`config.mk`:
```
export PLATFORM = sky130hd
export DESIGN_NAME = rdrom_dump
export DESIGN_NICKNAME = d
export VERILOG_FILES = /design/src/rtl/rom_dbg_pkg.sv /design/src/rtl/word_serializer.sv /design/src/rtl/rdrom_dump.sv
export SDC_FILE = /design/constraint.sdc
export NUM_CORES = 1
export LEC_CHECK = 0
export ABC_AREA = 1
export ABC_CLOCK_PERIOD_IN_PS = 4450
export BUFFER_PORTS_ARGS = -buffer_cell sky130_fd_sc_hd__clkbuf_2
export CAP_MARGIN = 20
export CORE_MARGIN = 5
export CORE_UTILIZATION = 65
export CTS_BUF_LIST = sky130_fd_sc_hd__clkbuf_8
export DETAILED_ROUTE_END_ITERATION = 8
export GPL_TIMING_DRIVEN = 0
export PLACE_DENSITY = 0.95
export SLEW_MARGIN = 20
export SYNTH_ARGS = -nofsm -noshare
export SYNTH_HDL_FRONTEND = slang
export SYNTH_HIERARCHICAL = 1
export SYNTH_SLANG_ARGS = --single-unit
```
`constraint.sdc`:
```
create_clock -name clk -period 4.45 [get_ports clk]
set_input_delay 0.6675 -clock clk [delete_from_list [all_inputs] [get_ports clk]]
set_output_delay 0.6675 -clock clk [all_outputs]
set_load 0.1 [all_outputs]
```
`src/rtl/rom_dbg_pkg.sv`:
```
// Shared definitions for the ROM debug path (UART loader and read-back dump).
// Latency: n/a (types and constants only).
// Backpressure: n/a.
package rom_dbg_pkg;

    // Dump engine states
    typedef enum logic [2:0] {
        IDLE    = 3'd0,
        RD_REQ  = 3'd1,
        RD_WAIT = 3'd2,
        SEND    = 3'd3,
        WAIT_TX = 3'd4,
        DONE    = 3'd5
    } dump_state_e;

    // Byte order is MSB first and the address steps by one word, identical to the loader,
    // so a host can diff the dump against the image it downloaded.
    localparam int          BYTES_PER_WORD = 4;
    localparam logic [31:0] ADDR_STEP      = 32'd4;

endpackage

```
`src/rtl/word_serializer.sv`:
```
// Splits a 32-bit word into 4 bytes, MSB first; byte_o is always the byte to send next.
// Latency: load and shift take effect on the next clk edge.
// Backpressure: none internally; the owner shifts only when the current byte is consumed.
// Ports: clk/rst_n, load_i+data_i (load word, index=0), shift_i (advance one byte),
//        byte_o (current byte), last_o (current byte is the final one of the word).
module word_serializer
    import rom_dbg_pkg::*;
(
    input  logic        clk,
    input  logic        rst_n,
    input  logic        load_i,
    input  logic [31:0] data_i,
    input  logic        shift_i,
    output logic [7:0]  byte_o,
    output logic        last_o
);

    logic [31:0] shreg_q, shreg_d;
    logic [1:0]  idx_q, idx_d;

    always_comb begin
        shreg_d = shreg_q;
        idx_d   = idx_q;
        if (load_i) begin
            shreg_d = data_i;
            idx_d   = 2'd0;
        end else if (shift_i) begin
            shreg_d = {shreg_q[23:0], 8'h00};
            idx_d   = idx_q + 2'd1;
        end
    end

    always_ff @(posedge clk or negedge rst_n) begin
        if (!rst_n) begin
            shreg_q <= '0;
            idx_q   <= '0;
        end else begin
            shreg_q <= shreg_d;
            idx_q   <= idx_d;
        end
    end

    assign byte_o = shreg_q[31:24];
    assign last_o = (idx_q == 2'(BYTES_PER_WORD - 1));

endmodule

```
`src/rtl/rdrom_dump.sv`:
```
// Debug read-back: reads N_WORDS ROM words from address 0 and streams them MSB first to uart_tx.
// Latency: r_req 1 cycle after start; first tx_start RD_LAT+1 cycles after r_req; next byte 1 cycle after Tx_done.
// Backpressure: one byte in flight; waits for Tx_done before the next byte; debug_en_i low aborts to IDLE.
// Ports: clk, rst (async active-low), debug_en_i/start_i (control), r_req/r_addr/r_data (ROM read port),
//        tx_start/tx_data/Tx_done (uart_tx handshake), busy_o/dumpdone (status).
module rdrom_dump
    import rom_dbg_pkg::*;
#(
    parameter int N_WORDS = 256,
    parameter int RD_LAT  = 1
) (
    input  logic        clk,
    input  logic        rst,
    input  logic        debug_en_i,
    input  logic        start_i,
    input  logic [31:0] r_data,
    input  logic        Tx_done,
    output logic        r_req,
    output logic [31:0] r_addr,
    output logic        tx_start,
    output logic [7:0]  tx_data,
    output logic        busy_o,
    output logic        dumpdone
);

    localparam logic [29:0] LAST_WORD = 30'(N_WORDS - 1);
    localparam logic [2:0]  LAT_INIT  = 3'(RD_LAT);

    dump_state_e state_q, state_d;
    logic [31:0] addr_q, addr_d;
    logic [29:0] word_q, word_d;
    logic [2:0]  lat_q, lat_d;
    logic        busy_q, busy_d;
    logic [7:0]  tx_data_q, tx_data_d;

    logic        ser_load, ser_shift, ser_last;
    logic [7:0]  ser_byte;

    word_serializer u_ser (
        .clk     (clk),
        .rst_n   (rst),
        .load_i  (ser_load),
        .data_i  (r_data),
        .shift_i (ser_shift),
        .byte_o  (ser_byte),
        .last_o  (ser_last)
    );

    always_comb begin
        state_d   = state_q;
        addr_d    = addr_q;
        word_d    = word_q;
        lat_d     = lat_q;
        busy_d    = busy_q;
        tx_data_d = tx_data_q;
        ser_load  = 1'b0;
        ser_shift = 1'b0;

        case (state_q)
            IDLE: begin
                if (start_i && debug_en_i) begin
                    state_d = RD_REQ;
                    busy_d  = 1'b1;
                    addr_d  = '0;
                    word_d  = '0;
                end
            end
            RD_REQ: begin
                lat_d   = LAT_INIT;
                state_d = RD_WAIT;
            end
            RD_WAIT: begin
                // Counter reaching 1 marks the cycle RD_LAT after r_req: r_data is valid now.
                lat_d = lat_q - 3'd1;
                if (lat_q == 3'd1) begin
                    ser_load = 1'b1;
                    state_d  = SEND;
                end
            end
            SEND: begin
                tx_data_d = ser_byte;
                state_d   = WAIT_TX;
            end
            WAIT_TX: begin
                if (Tx_done) begin
                    ser_shift = 1'b1;
                    if (!ser_last) begin
                        state_d = SEND;
                    end else if (word_q == LAST_WORD) begin
                        state_d = DONE;
                    end else begin
                        addr_d  = addr_q + ADDR_STEP;
                        word_d  = word_q + 30'd1;
                        state_d = RD_REQ;
                    end
                end
            end
            DONE: begin
                busy_d  = 1'b0;
                state_d = IDLE;
            end
            default: state_d = IDLE;
        endcase

        // Abort wins over everything; r_addr and tx_data keep their values.
        if (state_q != IDLE && !debug_en_i) begin
            state_d   = IDLE;
            busy_d    = 1'b0;
            ser_load  = 1'b0;
            ser_shift = 1'b0;
        end
    end

    always_ff @(posedge clk or negedge rst) begin
        if (!rst) begin
            state_q   <= IDLE;
            addr_q    <= '0;
            word_q    <= '0;
            lat_q     <= '0;
            busy_q    <= 1'b0;
            tx_data_q <= '0;
        end else begin
            state_q   <= state_d;
            addr_q    <= addr_d;
            word_q    <= word_d;
            lat_q     <= lat_d;
            busy_q    <= busy_d;
            tx_data_q <= tx_data_d;
        end
    end

    // Strobes are gated by debug_en_i so an abort silences them in the same cycle.
    assign r_req    = (state_q == RD_REQ) && debug_en_i;
    assign tx_start = (state_q == SEND) && debug_en_i;
    assign dumpdone = (state_q == DONE) && debug_en_i;
    assign busy_o   = busy_q;
    assign r_addr   = addr_q;
    // The byte is presented in the tx_start cycle itself and held from the register afterwards.
    assign tx_data  = (state_q == SEND) ? ser_byte : tx_data_q;

endmodule

```
; ---- Word level (Yosys, flattened, before mapping)
; Index checks and enable logic that the tools add are counted.
[word_totals]
elab_cells = 74
reg_bits = 111
out_inout_bits = 44
inputBits = 37
[classes]
addsub = 4
reduce_logical = 15
eq_ne = 15
n_mux = 32
[ops]
columns = cell, n
row1 = $mux W32, 6
row2 = $mux W30, 4
row3 = $pmux W32 S2, 1
row4 = $pmux W30 S2, 1
row5 = $add A32 B3 Y32 const B, 1
row6 = $add A30 B1 Y30 const B, 1
row7 = $eq A30 B8 Y1 const B, 1
row8 = $mux W3, 6
row9 = $pmux W3 S5, 1
row10 = $ne A3 B3 Y1 const B, 3
row11 = $mux W1, 8
row12 = $mux W8, 1
row13 = $ne A2 B2 Y1 const B, 4
row14 = $eq A3 B1 Y1 const B, 2
row15 = $eq A3 B2 Y1 const B, 2
row16 = $eq A3 B3 Y1 const B, 2
row17 = $pmux W3 S2, 1
row18 = $reduce_bool A2 Y1, 3
row19 = $reduce_bool A3 Y1, 2
row20 = $logic_and A1 B1 Y1, 5
row21 = $reduce_and A5 Y1, 1
row22 = $mux W2, 2
row23 = $logic_not A3 Y1, 1
row24 = $reduce_and A3 Y1, 1
row25 = 6 further kinds, 6

; ---- Longest topological paths before layout
; Gate-level depths: netlist of the first run.
[logic_depth]
word_depth = 6
ltp_mapped = 13

; ---- Cells and area by module
; The synthesis of the first run kept the hierarchy.
[by_module_without_submodules]
columns = module, n_inst, area_per_inst_um2, cells_per_inst
row1 = rdrom_dump, 1, 5017.3, 744
row2 = word_serializer, 1, 1582.8, 183

; ---- Worst setup path after synthesis of the first run
; No wires, ideal clock.
[synth_timing]
path_kind = reg2out
startpoint = reg state_q[2]
endpoint = out tx_start
arrival_ps = 2097
path_stages_with_launch = 4
path_slack_ps = 1686
n_path_buf = 0
path_cell_list = dfrtp_1 inv_1 nand3_1 nor2_1
[synth_between]
elab_chain_len = 2
[synth_rtl]
columns = item, line_no
row1 = start: declaration, rdrom_dump.sv:29  ; dump_state_e state_q, state_d;
row2 = start signal: assignment, rdrom_dump.sv:123  ; state_q <= state_d;
row3 = $eq A3 B2 Y1, rdrom_dump.sv:134  ; assign tx_start = (state_q == SEND) && debug_en_i;
row4 = $logic_and A1 B1 Y1, rdrom_dump.sv:134
row5 = end: declaration, rdrom_dump.sv:20  ; output logic tx_start,
; No other way between the ends.

; ---- Worst setup path after layout of the first run
[layout_timing]
startpoint = reg state_q[2]
endpoint = out tx_data[6]
[layout_between]
elab_chain_len = 2
[layout_rtl]
columns = item, line_no
row1 = $eq A3 B2 Y1, rdrom_dump.sv:139  ; assign tx_data = (state_q == SEND) ? ser_byte : tx_data_q;
row2 = $mux W8, n/a
row3 = end: declaration, rdrom_dump.sv:21  ; output logic [7:0] tx_data,
; No other way between the ends.

==> metrics.md, run 1 <==
| Metric | Value |
|---|---|
| CTS clk-pin slew, worst paths | `~110 ps` |
| Post-CTS Setup Inserts | `0` |
| Setup crit start kind | `flip-flop` |
| Critical Path Fanout Max | `10` |
| Placed standard-cell area | `approximately 7200 µm²` |
| Placer Congestion | `0.943` |
| Fmax | `~340 MHz` |
| WHS | `between 150 and 200 ps` |
| Routed len/inst | `about 15 µm` |
| Num CTS Buffers | `9` |
| Count of cell types in the netlist | `29` |
| Root Buffer Master | `clkbuf_8` |
| Vias | `approximately 6500` |
| Syn avg cell area | `between 7 and 8 µm²` |
| Post-route setup TNS | `0 ps` |
| Drt drc | `0` |
| Outcome | `finished clean` |
| Minimum clock period | `2950 ps` |
| Count of input and output buffers | `a little under 80` |
| Sequential area share after synthesis | `0.413` |
| DIE HEIGHT | `111 µm` |
| Slew HR | `0.515` |
| Clk_skew | `18.1 ps` |
| Seq. cell area | `2730 µm²` |
| Hold buffers post-CTS | `0` |
| ANT nets after route | `0` |
| Antenna diodes | `0` |
| Vias per cell | `about 5.6` |
| DIE AREA | `about 12000 µm²` |
| Final Cycle Share | `0.663` |
| Die width | `~110 µm` |
| YS warnings | `6` |
| Starting Density | `0.672` |
| Non-Filler Instances | `1156` |
| Max cap viols | `0` |
| Largest net degree at the start of global routing | `80` |
| Max VDD drop | `about 0.00035 V` |
| Filler cells | `roughly 760` |
| Post-cts repair resize count | `0` |
| Cells after synthesis | `approximately 930` |
| I/O pins | `between 80 and 90` |
| Power per cell area | `about 450 nW/µm²` |
| Multi-input gate area | `approximately 3300 µm²` |
| Placed Instances | `roughly 1100` |
| Pre-Repair DR Iteration Count | `7` |
| Leakage power | `~3.4 nW` |
| TritonCTS clock tree | `yes` |
| CTS max path bufs | `2` |
| GRT Total Usage | `0.290` |
| Hpwl dp | `between 10000 and 15000 µm` |
| Required time worst endpoint | `roughly 3800 ps` |
| Layout cells sized above 1 | `0.190` |
| Hold/Removal Path Class | `input port to asynchronous set/reset pin` |
| Row Count | `36` |
| First-pass GRT wire length | `29500 µm` |
| Synthesized cell area | `about 6600 µm²` |
| Final Hold Vio Count | `0` |
| Slew Limit Fails | `0` |
| Nets | `approximately 1100` |
| Critical Path Sink Type | `output port` |
| Dpl ws | `roughly 1900 ps` |
| Post-route setup slack | `1500 ps` |
| Iter 0 DRT Violations | `a little over 700` |
| Non-Filler Cell Area, Final | `between 7000 and 8000 µm²` |
| RSZ-0062 raised after global routing | `no` |
| Final core utilization | `0.753` |
| Vias in the first global route | `roughly 6300` |
| Arr. time, crit path | `2280 ps` |
| # clock sinks | `about 110` |
| GRT overflow | `0` |
| H-tree level count | `3` |
| Core Region | `around 9800 µm²` |
| Critical setup path kind | `flip-flop to output port` |
| Pwr Total | `3.32 mW` |
| Routed wire length | `roughly 18000 µm` |
| Setup violators final | `0` |
| Slew @ Worst Pin | `around 730 ps` |
| Initial antenna violation count | `0` |
| Synth Register Bits | `~110` |
| Clk Latency, worst-skew pair | `roughly 380 ps` |
| Area grow syn2layout | `12.1%` |
## area by class of cell
type                            instances  area share
Multi-Input combinational cell        718       0.448
Sequential cell                       109       0.369
Timing Repair Buffer                   79      0.0577
Buffer                                 40      0.0448
Inverter                               61      0.0309
Tap cell                              133      0.0225
Clock buffer                           10      0.0186
Clock inverter                          6     0.00863
## worst paths after layout
kind                       slack [ps]                 to              from  cells past startpoint
max                              1500         tx_data[6]        state_q[2]                      4
min                               170         word_q[26]               rst                      1
max reg2reg                      2230         word_q[21]         word_q[0]                      9
min reg2reg                       480   u_ser/shreg_q[5]  u_ser/shreg_q[5]                      2
max in group asynchronous        3630  u_ser/shreg_q[30]               rst                      2
min in group clk                  480   u_ser/shreg_q[6]         r_data[6]                      3
## report_power, final
part | switching, mW | internal (mW) | total (mW)
sequential | 0.114 | 1.17 | 1.29
clock | 0.387 | 0.235 | 0.622
combinational | 1.00 | 0.406 | 1.41
total | 1.50 | 1.82 | 3.32
## synthesized netlist by cell type
library cell  number  share of area
buf_2              6         0.0045
nand3_1          132           0.10
mux2_2             8          0.014
conb_1             1        0.00057
nor2_1           115          0.065
ha_1               5         0.0095
o21bai_1           3         0.0034
nand2_1          347           0.20
o21ai_2           30          0.040
nor2_2             1        0.00095
clkbuf_2           1        0.00076
nor3_1             3         0.0023
xor2_1             1         0.0013
nand2_2            4         0.0038
o21ai_1           18          0.014
inv_2              6         0.0034
nand3b_1           2         0.0023
inv_1             55          0.031
o21ai_0           12         0.0091
buf_6             10          0.017
nand4_1            7         0.0066
or2_2             16          0.015
buf_8              5          0.011
buf_4             11          0.013
nor2_8             1         0.0030
dfrtp_1          109           0.41
o22ai_1            2         0.0019
xnor2_1            9          0.012
clkbuf_1           7         0.0040
## flip-flops by register name, summed over array words and instances, names as in the netlist
register,count
u_ser/idx_q,2
busy_o,1
u_ser/shreg_q,32
lat_q,3
r_addr,30
tx_data_q,8
word_q,30
state_q,3
## kinds of logic (layout without fill, tap and decap cells)
kind of cell,Yosys count,count (layout),share of synthesized area
adders and majority gates,5,5,0.00948
xor gates and xnor gates,10,10,0.0133
DFF,109,109,0.413
muxes,8,8,0.0136
buffers and inverters,101,196,0.0849
and+or+nand+nor,628,628,0.397
other,1,2,0.000568
AOI/OAI and AO/OA,65,65,0.0679
## routing by layer
layer	vias up	track usage	wire, µm	share of wire
met3	56	0.0459	1310	0.073
met5	-	0	0	0
met2	313	0.488	8770	0.49
li1	3125	-	-	-
met1	3022	0.367	7080	0.40
met4	0	0.132	682	0.038
## cell usage in the layout, fill, tap and decap left out, types with 2 or more instances in the layout
| cell | count |
|---|---|
| nand2_1 | 347 |
| nand3_1 | 132 |
| nor2_1 | 115 |
| dfrtp_1 | 109 |
| clkbuf_2 | 78 |
| inv_1 | 55 |
| o21ai_2 | 30 |
| o21ai_1 | 18 |
| or2_2 | 16 |
| o21ai_0 | 12 |
| buf_4 | 11 |
| clkbuf_8 | 11 |
| buf_6 | 10 |
| xnor2_1 | 9 |
| mux2_2 | 8 |
| clkbuf_1 | 7 |
| nand4_1 | 7 |
| inv_2 | 6 |
| buf_2 | 6 |
| buf_8 | 5 |
| ha_1 | 5 |
| nand2_2 | 4 |
| nor3_1 | 3 |
| o21bai_1 | 3 |
| nand3b_1 | 2 |
| o22ai_1 | 2 |
| conb_1 | 2 |
| inv_8 | 2 |
## critical path, cell delays in order, from the launching register on
cell	delay [ps]
dfrtp_1	470
inv_1	120
nand3_1	430
mux2_2	420
clkbuf_2	460
Note: power is estimated with default switching activity, not from simulation.
==> run 2: changes to the inputs <==
- ABC_CLOCK_PERIOD_IN_PS: 4450 -> 2700
- CORE_UTILIZATION: 65 -> 55
- PLACE_DENSITY: 0.95 -> 0.86
- clock period: 4.45 -> 2.7 ns (I/O delays scaled with it)
==> run 2 against run 1 <==
  * Critical path depth unchanged
  * Critical endpoint is now tx_data[1]
  * Worst setup slack worse by 1300 ps
  * Sequential share of layout area shrank 0.32 points
  * First-iteration DRC count decreased by 13%
  * Via count is 3.6% lower
  * Utilization down 13 points
  * Clock power is 86% higher
  * Register-to-register slack got worse by 1800 ps
  * Wire length is 5.8% lower
  * Non-clock buffer count rose by 1
  * Critical path type unchanged
  * Largest cell class unchanged
  * Combinational power increased by 61%
==> metrics.md, run 2 (synthesis gave the netlist of run 1 again) <==
| Metric | Value |
|---|---|
| Starting Density | `0.554` |
| Largest net degree at the start of global routing | `68` |
| Arr. time, crit path | `around 2100 ps` |
| R2r worst-path depth | `9` |
| Power per cell area | `743 nW/µm²` |
| Final core utilization | `0.627` |
| Die width | `~120 µm` |
| Worst reg2reg endpoint | `word_q[22]` |
| Minimum clock period | `~2500 ps` |
| Max reg flops | `32` |
| Clk Latency, worst-skew pair | `390 ps` |
| CTS max path bufs | `2` |
| Antenna diodes | `0` |
| RSZ-0062 raised after global routing | `no` |
| DIE HEIGHT | `120 µm` |
| Slew @ Worst Pin | `slightly below 800 ps` |
| Setup violators final | `0` |
| Row Count | `40` |
| TritonCTS clock tree | `yes` |
| Required time worst endpoint | `about 2300 ps` |
| WHS Path Cells | `3` |
| # clock sinks | `around 110` |
| Placed standard-cell area | `just over 7000 µm²` |
| Placer Congestion | `slightly below 1` |
| Critical Path Fanout Max | `10` |
| Pre-Repair DR Iteration Count | `5` |
| GRT Total Usage | `0.240` |
| Hold Startpoint | `r_data[4]` |
| Worst flop-to-flop path startpoint | `word_q[0]` |
| Critical setup path kind | `flip-flop to output port` |
| Non-Filler Cell Area, Final | `~7500 µm²` |
| Hpwl dp | `12500 µm` |
| Drt drc | `0` |
| First-pass GRT wire length | `between 20000 and 30000 µm` |
| Clk_skew | `between 10 and 15 ps` |
| Hold Path End | `u_ser/shreg_q[4]` |
| Seq. cell area | `2730 µm²` |
| Routed len/inst | `roughly 14 µm` |
| Root Buffer Master | `clkbuf_8` |
| Filler cells | `about 1100` |
| I/O pins | `between 80 and 90` |
| Multi-input gate area | `3320 µm²` |
| ANT nets after route | `0` |
| Iter 0 DRT Violations | `roughly 620` |
| Outcome | `finished clean` |
| Pwr Total | `around 5.5 mW` |
| Count of input and output buffers | `between 70 and 80` |
| Slew HR | `0.477` |
| GRT overflow | `0` |
| Most flop-heavy register | `u_ser/shreg_q` |
| Routed wire length | `about 17000 µm` |
| Commonest cells after routing, fill and taps aside | `347 x nand2_1, 131 x nand3_1, 115 x nor2_1` |
| Core Region | `~12000 µm²` |
| CTS clk-pin slew, worst paths | `110 ps` |
| Final Hold Vio Count | `0` |
| Max cap viols | `0` |
| Final Cycle Share | `0.924` |
| Initial antenna violation count | `0` |
| Nets | `around 1100` |
| Critical Path Sink Type | `output port` |
| WHS | `approximately 200 ps` |
| Vias | `6284` |
| Setup crit start kind | `flip-flop` |
| DIE AREA | `between 10000 and 15000 µm²` |
| Fmax | `401 MHz` |
| Post-CTS Setup Inserts | `0` |
| Vias in the first global route | `5781` |
| H-tree level count | `3` |
| Max VDD drop | `around 0.00054 V` |
| Area grow syn2layout | `13.1%` |
| Slew Limit Fails | `0` |
| Layout cells sized above 1 | `0.190` |
| Hold/Removal Path Class | `input port to flip-flop` |
| Vias per cell | `between 5 and 6` |
| R2R Setup Slk | `460 ps` |
| Post-route setup TNS | `0 ps` |
| Num CTS Buffers | `9` |
| Leakage power | `between 3 and 4 nW` |
| Most common cell after layout, fill and taps aside | `nand2_1` |
-- run 2: cell types whose count changed in the layout (fill, tap and decap cells not counted), sizes merged --
cell,previous run,this run
dlygate4sd3,0,1
clkinvlp,1,0
clkinv,2,4
inv,64,62
clkbuf,96,95
bufinv,0,2
-- run 2: worst max-delay path: stages (launching register included) --
cell and delay [ps]:
dfrtp_1 480, inv_1 140, nand3_2 270, mux2_2 350, clkbuf_2 450
-- run 2: area by class of cell --
cell class              instances  share of cell area
multi-input cells             718               0.445
flip-flops and latches        109               0.365
repair buffers                 80              0.0585
plain buffers                  40              0.0444
inverters                      61              0.0307
well taps                     147              0.0246
clock buffers                   9              0.0166
clock inverters                 7              0.0148
-- run 2: timing repair --
| item | in CTS | in global routing |
|---|---|---|
| endpoints found under the hold margin | 42 | 0 |
| hold buffers | 1 | 0 |
| gates resized for setup | 0 | 1 |
| endpoints found under the setup margin | 0 | 8 |
-- run 2: report_power, final --
group          switching [mW]  total, mW  internal [mW]
clock                   0.620       1.16          0.539
sequential              0.175       2.11           1.94
combinational            1.61       2.27          0.669
-- run 2: how the worst max path moves through the flow --
stage          slack (ps)    endpoint  cells past startpoint        from
5_1_grt               110  tx_data[4]                      4  state_q[2]
4_1_cts                10  tx_data[3]                      4  state_q[2]
3_3_place_gp         -350   r_addr[4]                      1         rst
2_1_floorplan         200    tx_start                      3  state_q[2]
3_5_place_dp          460  tx_data[3]                      4  state_q[2]
6_report              200  tx_data[1]                      4  state_q[2]
-- run 2: metrics by stage --
stage / instances / setup WS (ps)
2_1_floorplan: 928 / 198
3_3_place_gp: 1153 / -351
3_5_place_dp: 1154 / 459
4_1_cts: 1171 / 13.0
5_1_grt: 1171 / 107
6_report: 1171 / 204
-- run 2: metal layers --
layer / wire length, µm / global-route usage / vias to the layer above / share of wire
met5: 0 / 0 / - / 0
met4: 442 / 0.0938 / 0 / 0.026
met3: 1060 / 0.0339 / 33 / 0.063
met2: 7760 / 0.383 / 230 / 0.46
met1: 7540 / 0.332 / 2892 / 0.45
li1: - / - / 3129 / -
